### config.mk
export PLATFORM = sky130hd
export DESIGN_NAME = mem_responder
export DESIGN_NICKNAME = d
export VERILOG_FILES = /design/src/rtl/mem_responder.sv
export SDC_FILE = /design/constraint.sdc
export NUM_CORES = 2
export LEC_CHECK = 0
export ABC_CLOCK_PERIOD_IN_PS = 3750
export CAP_MARGIN = 15
export CORE_UTILIZATION = 25
export DETAILED_ROUTE_END_ITERATION = 10
export GPL_ROUTABILITY_DRIVEN = 0
export PLACE_DENSITY = 0.45
export SETUP_SLACK_MARGIN = 0.05
export SLEW_MARGIN = 20
export SYNTH_ARGS = -nofsm -noshare
export SYNTH_HDL_FRONTEND = slang
export SYNTH_SLANG_ARGS = --single-unit
### constraint.sdc
create_clock -name clk_i -period 3.75 [get_ports clk_i]
set_clock_uncertainty 0.05 [all_clocks]
set_input_delay 0.375 -clock clk_i [delete_from_list [all_inputs] [get_ports clk_i]]
set_output_delay 0.375 -clock clk_i [all_outputs]
set_load 0.005 [all_outputs]
### src/rtl/mem_responder.sv
// rtl/mem_responder.sv - single-outstanding request/response memory with fixed latency and address checking
module mem_responder #(
    parameter int LATENCY     = 2,
    parameter int DEPTH_WORDS = 64
) (
    input  logic        clk_i,
    input  logic        rst_ni,
    input  logic        req_valid_i,
    input  logic        req_wr_i,
    input  logic [31:0] addr_i,
    input  logic [31:0] wdata_i,
    output logic        req_ready_o,
    output logic        rsp_valid_o,
    output logic [31:0] rdata_o,
    output logic        addr_err_o
);

    localparam int          IDX_W      = $clog2(DEPTH_WORDS);
    localparam logic [31:0] ADDR_LIMIT = 32'(4 * DEPTH_WORDS);
    localparam logic [3:0]  LAT        = 4'(LATENCY);

    typedef enum logic [1:0] {
        IDLE,
        WAIT,
        RESP
    } state_e;

    state_e             state_q, state_d;
    logic [3:0]         cnt_q, cnt_d;
    logic [31:0]        addr_q, addr_d;
    logic [31:0]        wdata_q, wdata_d;
    logic               wr_q, wr_d;
    logic [31:0]        rdata_q, rdata_d;
    logic               err_q, err_d;
    logic [31:0]        mem_q [DEPTH_WORDS];

    logic               enter_resp;
    logic               mem_we;
    logic               cur_wr;
    logic               cur_err;
    logic [31:0]        cur_addr;
    logic [31:0]        cur_wdata;
    logic [IDX_W-1:0]   cur_idx;

    // With zero latency the request enters RESP straight from IDLE, so the
    // response must be computed from the live inputs rather than the latches.
    always_comb begin
        cur_addr  = (state_q == IDLE) ? addr_i   : addr_q;
        cur_wdata = (state_q == IDLE) ? wdata_i  : wdata_q;
        cur_wr    = (state_q == IDLE) ? req_wr_i : wr_q;
        cur_err   = (cur_addr[1:0] != 2'b00) || (cur_addr >= ADDR_LIMIT);
        cur_idx   = cur_addr[IDX_W+1:2];
    end

    always_comb begin
        state_d    = state_q;
        cnt_d      = cnt_q;
        addr_d     = addr_q;
        wdata_d    = wdata_q;
        wr_d       = wr_q;
        enter_resp = 1'b0;
        case (state_q)
            IDLE: begin
                if (req_valid_i) begin
                    addr_d  = addr_i;
                    wdata_d = wdata_i;
                    wr_d    = req_wr_i;
                    cnt_d   = LAT;
                    if (LAT == 4'd0) begin
                        state_d    = RESP;
                        enter_resp = 1'b1;
                    end else begin
                        state_d = WAIT;
                    end
                end
            end
            WAIT: begin
                cnt_d = cnt_q - 4'd1;
                if (cnt_q == 4'd1) begin
                    state_d    = RESP;
                    enter_resp = 1'b1;
                end
            end
            RESP: begin
                state_d = IDLE;
            end
            default: begin
                state_d = IDLE;
            end
        endcase
    end

    always_comb begin
        mem_we  = enter_resp && cur_wr && !cur_err;
        err_d   = enter_resp && cur_err;
        rdata_d = '0;
        if (enter_resp && !cur_wr && !cur_err) begin
            rdata_d = mem_q[cur_idx];
        end
    end

    always_ff @(posedge clk_i or negedge rst_ni) begin
        if (!rst_ni) begin
            state_q <= IDLE;
            cnt_q   <= '0;
            addr_q  <= '0;
            wdata_q <= '0;
            wr_q    <= 1'b0;
            rdata_q <= '0;
            err_q   <= 1'b0;
        end else begin
            state_q <= state_d;
            cnt_q   <= cnt_d;
            addr_q  <= addr_d;
            wdata_q <= wdata_d;
            wr_q    <= wr_d;
            rdata_q <= rdata_d;
            err_q   <= err_d;
        end
    end

    // Writes commit on the edge entering RESP, before any later acceptance,
    // so a following read sees the new data without a bypass path.
    always_ff @(posedge clk_i or negedge rst_ni) begin
        if (!rst_ni) begin
            for (int i = 0; i < DEPTH_WORDS; i++) begin
                mem_q[i] <= '0;
            end
        end else if (mem_we) begin
            mem_q[cur_idx] <= cur_wdata;
        end
    end

    assign req_ready_o = (state_q == IDLE);
    assign rsp_valid_o = (state_q == RESP);
    assign rdata_o     = (state_q == RESP) ? rdata_q : 32'h0;
    assign addr_err_o  = (state_q == RESP) ? err_q   : 1'b0;

endmodule

### Word-level counts from Yosys, hierarchy flattened

Index checks and enable logic that the tools add are counted.

* word-level logic and storage cells: 115
* input port bits: 68
* bits in registers: 2152
* output and inout port bits: 35

* bitwise logic cells: 1
* $add $sub $neg: 1
* magnitude comparators: 3
* reductions and logical operators: 15
* mux-type cells: 19
* equal/unequal tests: 5

Operator list (count)
* 2048-bit bitwise mux: 1
* 32-bit 2-to-1 mux: 7
* 32-bit binary-select mux with 6-bit select: 1
* 32-bit demux with 6-bit select: 1
* 32-bit by 9-bit greater-or-equal comparator with 1-bit output (second input constant): 1
* 4-bit case mux with 2 select lines: 1
* 7-bit greater-or-equal comparator (second input constant): 1
* 7-bit by 1-bit less-than comparator with 1-bit output (second input constant): 1
* 6-bit inverter with 7-bit output: 1
* 1-bit logical AND: 6
* 2-bit AND reduction: 3
* 4-bit by 1-bit == test with 1-bit output (second input constant): 1
* 1-bit 2-to-1 mux: 4
* 2-bit 2-to-1 mux: 2
* 4-bit 2-to-1 mux: 1
* 2-bit != test (second input constant): 2
* 2-bit case mux with 2 select lines: 1
* 2-bit nonzero test: 2
* 4-bit by 1-bit subtractor with 4-bit output (second input constant): 1
* 2-bit by 1-bit == test with 1-bit output (second input constant): 1
* 2-bit == test (second input constant): 1
* 1-bit zero test: 2
* 2-bit zero test: 1
* 1-bit logical OR: 1

### Longest topological paths before layout

* word-level depth: 8
* depth in mapped cells: 13
* mapped depth without buffers: 9

### Worst setup path before layout

OpenSTA, ideal clock, no wires.

* kind: reg2reg
* start: register state_q[0]
* end: register mem_q[1986] (netlist bit)
* buffers on the path: 3
* stages on the path, launching flop included: 12
* data required time: 3564 ps
* data arrival time: 2581 ps
* clock period less this slack: 2767 ps
* library setup time: 136 ps
* setup slack: 983 ps
* cells stage by stage: dfrtp_1 buf_2 or2_1 inv_2 mux2_2 nor2_1 and2_1 or3b_2 clkbuf_1 clkbuf_1 nand2_1 o21ai_0

* word-level cells in the longest chain between the ends: 8
* elaborated cells between the ends (all ways): 19
* classes of those cells: order compare (3); eq/ne (1); mux (7); bitwise (1); reduce/logical (7)

RTL lines
* from (decl): RTL line 28 `state_e state_q, state_d;`
* from (signal assigned): RTL line 112 `state_q <= state_d;`
* 2-bit zero test: RTL line 48, 49, 50
* 32-bit 2-to-1 mux: RTL line 48 `cur_addr = (state_q == IDLE) ? addr_i : addr_q;`
* 6-bit inverter with 7-bit output (not written as such): RTL line 130 `mem_q[cur_idx] <= cur_wdata;`
* 7-bit greater-or-equal comparator (not written as such) / 7-bit by 1-bit less-than comparator with 1-bit output (equally long branches): RTL line 130
* 1-bit logical AND (not written as such): RTL line 130
* 32-bit 2-to-1 mux (not written as such): RTL line 130
* 32-bit demux with 6-bit select: RTL line 130
* 2048-bit bitwise mux: RTL line 130
* to (signal, indexed assignment): RTL line 130
* to (decl): RTL line 35 `logic [31:0] mem_q [DEPTH_WORDS];`

Parallel ways exist; a longest one is shown, timed or not.
A chain may end at the register's enable or synchronous reset.

### Worst setup path in the final report

* start: register state_q[0]
* end: register rdata_q[16]

* word-level cells in the longest chain between the ends: 7
* elaborated cells between the ends (all ways): 17
* classes of those cells: order compare (1); eq/ne (1); mux (7); bitwise (1); reduce/logical (7)

RTL lines
* 2-bit zero test: RTL line 48, 50
* 32-bit 2-to-1 mux: RTL line 48
* 32-bit by 9-bit greater-or-equal comparator with 1-bit output (tied with other cells): RTL line 51 `cur_err = (cur_addr[1:0] != 2'b00) || (cur_addr >= ADDR_LIMIT);`
* 1-bit logical OR / 32-bit binary-select mux with 6-bit select (equally long branches): RTL line 51, 98
* 1-bit zero test / 32-bit 2-to-1 mux (equally long branches): RTL line 97, 98
* 1-bit logical AND / 32-bit 2-to-1 mux (equally long branches): RTL line 97, 98
* 32-bit 2-to-1 mux (*): RTL line 97 `if (enter_resp && !cur_wr && !cur_err) begin`
* net rdata_d[16]: RTL line 33 `logic [31:0] rdata_q, rdata_d;`
* to (signal assigned): RTL line 117 `rdata_q <= rdata_d;`
* to (decl): RTL line 33

The timed path passes the listed nets; every way through them passes the cells marked *. The select of a mux whose other input is x is not followed.

==> impl_metrics.toml <==
[hold_path]
hold_path_class = "input pin to flop"
worst_hold_path.endpoint = "addr_q[1]$_DFFE_PN0P_"
hold_path_depth = 3
worstHoldStart = "addr_i[1]"

[routing]
vias = 76800
drtIter0Drc = 7784
wirelength_um = 416000
postRouteAntennaNets = 0
via_per_inst = 5.19
first_pass_iters = 8
avgRoutedWirePerCell_um = 28.1
drc_errors = 0

[synth]
syn_nets = 9492
synth.area.top_cells = "dfrtp_1 60%, a21oi_1 8.9%, nor2_1 7.4%, o22ai_1 4.2%, nand2_1 3.6%"
synth_ff_type = "dfrtp_1"
ys_top_cells_by_count = "2152 x dfrtp_1, 1777 x nor2_1, 1594 x a21oi_1, 861 x nand2_1, 608 x o22ai_1"
yosysMostFrequentCell = "dfrtp_1"
synth_cells = 9422
synth_top_area_share = 0.600
synth_seq_cells = 2152
avgSynthCellArea_sq_um = 9.52
synthesis.area_sq_um = 89700
yosys_warnings = 0
ys_seq_area_frac = 0.600
async_reset_ff_frac = 1.00
synth_cell_types = 81
synth_edf_count = 0
yosysTopAreaCell = "dfrtp_1"

[sta]
finalCriticalPeriod_ns = 3.71
max_freq_mhz = 270
timing.final.hold_violations = 0
setup_ws_ns = 0.0417
rsz0062_at_grt = "yes"
post-route-period-util = 0.989
slew_headroom = 0.255
drv_slew = 0
finalSetupViolCount = 0
tightest_slew_ns = 1.12

[floorplanning]
io_pins = 103
num_rows = 219
core_sq_um = 356000
initial_core_util = 0.252
dieArea_sq_um = 361000
die_w_um = 601
die_h_um = 601

[worst_setup_path]
worstReg2RegStart = "state_q[0]$_DFFE_PN0P_"
path_delay_family = "compound AO/OA/AOI/OAI gates"
crit_type = "flop to flop"
r2r_cells = 12
cpPeakStageDelay_ns = 0.45
arrival_ns = 4.40
crit_path_top_delay_cell = "dfrtp_1"
worstPathCellList = "buf_12, o21ba_2, a22oi_2, buf_4, buf_12, buf_12, o22a_1, o221ai_1, nor3_1, buf_4, o221ai_1, a2111oi_0"
rr_endpoint = "rdata_q[16]$_DFF_PN0_"
critPathBufInv = 5
end_kind = "flop"
cp_num_cells = 12
r2r_setup_slack_ns = 0.04
critPathMaxFanout = 16
cp-start-kind = "flop"
cp.required_ns = 4.44
crit_top_cell = "buf_12"

[pwr]
intPower_uw = 49200
p_sw_uw = 32400
power.density_nw_per_um2 = 719
power_frac_seq = 0.293
p_leak_uw = 0.0523
pwr-share-comb = 0.412
clkPwrFrac = 0.295
vdd_drop_max_mv = 0.842
switching_share = 0.397

[placement]
pre_cts_slack_ns = -0.421
dp.cells = 14300
hpwlAfterDp_um = 273000
io_buffers = 102

[finish]
finalCoreUtilization = 0.318
final_cells = 14800
layout-drive-gt1-share = 0.147
layout.nets = 9912
area_growth_pct = 26.3

[clock_tree]
cts.sinks = 2152
cts_tree = "done"
cts_max_path_buffers = 4
h-tree-depth = 4
cts_buffers = 239
clk_pin_slew_ns = 0.06
clock-root-buffer = "clkbuf_16"
clock_latency_ns = 0.98

[grt]
grt_pass1_wl_um = 589000
grt_usage = 0.226
grt_pass1_vias = 75300
grt_overflow = 0
antenna_found_initial = 19
grt_max_degree = 154

[job]
cap_viol_max_count = 0

[outcome]
outcome = "complete, no violations"
==> cells in the final DEF (no fill, tap or decap), drive strengths merged, types with 32 or more instances in the layout <==
cell type | synthesis | layout
a21oi | 1595 | 1595
a31oi | 43 | 43
and2 | 40 | 40
buf | 348 | 931
clkbuf | 538 | 345
clkdlybuf4s50 | 0 | 101
clkinv | 0 | 55
dfrtp | 2152 | 2152
diode | 0 | 33
dlygate4sd3 | 0 | 33
mux2i | 63 | 63
nand2 | 866 | 866
nor2 | 1779 | 1779
nor3 | 156 | 156
nor4 | 74 | 74
o21ai | 606 | 606
o221ai | 121 | 121
o22a | 112 | 112
o22ai | 609 | 609
o31ai | 32 | 32
==> how the worst max path moves through the flow <==
stage                         endpoint  slack [ns]                    from
2_1_floorplan  mem_q[1986]$_DFFE_PN0P_        0.98  state_q[0]$_DFFE_PN0P_
3_3_place_gp      rdata_q[5]$_DFF_PN0_       -0.50               addr_i[2]
3_5_place_dp      rdata_q[5]$_DFF_PN0_       -0.42               addr_i[2]
4_1_cts          rdata_q[16]$_DFF_PN0_        0.07  state_q[0]$_DFFE_PN0P_
5_1_grt          rdata_q[23]$_DFF_PN0_        0.04  state_q[0]$_DFFE_PN0P_
6_report         rdata_q[16]$_DFF_PN0_        0.04  state_q[0]$_DFFE_PN0P_
==> timing repair <==
item / 4_1_cts / 5_1_grt
gates cloned: 0 / 0
hold endpoints to repair: 1229 / 0
hold buffers: 33 / 0
pin swaps: 0 / 2
setup buffers: 0 / 3
resized for setup: 16 / 11
setup endpoints to repair: 249 / 13
==> worst min-delay path: stages <==
cell and delay [ns]:
clkdlybuf4s50_1 0.43, nand2_1 0.07, nand2_1 0.05
==> cells by family (layout without fill, tap and decap cells) <==
kind of cell,Yosys count,after routing,share of synthesized area
DFF,2152,2152,0.600
other,0,33,0
AOI/OAI and AO/OA,3278,3278,0.210
buffers and inverters,893,1499,0.0422
adders and majority gates,2,2,0.000279
muxes,66,66,0.00740
and+or+nand+nor,3031,3031,0.140
==> stage by stage <==
step	instance area (sq um)	hold slack [ns]	total power [uW]	TNS [ns]
global placement	105000	0.251	57200	-11.92
CTS	113000	0.00159	81300	0
finish	113000	0.0366	81500	0
floorplan	89700	0.0294	38000	0
detailed placement	105000	0.254	57100	-17.56
global route	113000	0.0339	83900	0
==> flip-flops by register name, indices dropped and copies added (netlist names) <==
name,cells
rdata_q,32
wdata_q,32
wr_q,1
err_q,1
mem_q,2048
addr_q,32
state_q,2
cnt_q,4
==> per-layer routing <==
metal  global-route usage  wire length, um  vias to the layer above
li1                     -                -                    33900
met5                    0               55                        -
met3               0.0335            25900                      737
met1                0.306           181000                    39300
met2                0.361           191000                     2894
met4               0.0879            17900                        8
==> area by class of cell <==
class / instances / area (sq um)
Fill cell: 36300 / 243000
Sequential cell: 2152 / 53900
Multi-Input combinational cell: 6377 / 33000
Timing Repair Buffer: 1065 / 12500
Clock buffer: 345 / 6940
Tap cell: 4751 / 5940
Clock inverter: 82 / 961
Antenna cell: 33 / 82.6
Inverter: 7 / 31.3
==> power by group through the flow <==
stage               combinational, uW  clock (uW)  sequential (uW)
floorplan                       13900           0            24200
global placement                32900           0            24300
detailed placement              32700           0            24300
CTS                             33000       24500            23900
global route                    34600       25400            23900
finish                          33600       24100            23900
No activity file was read; power rests on OpenSTA's default activity.
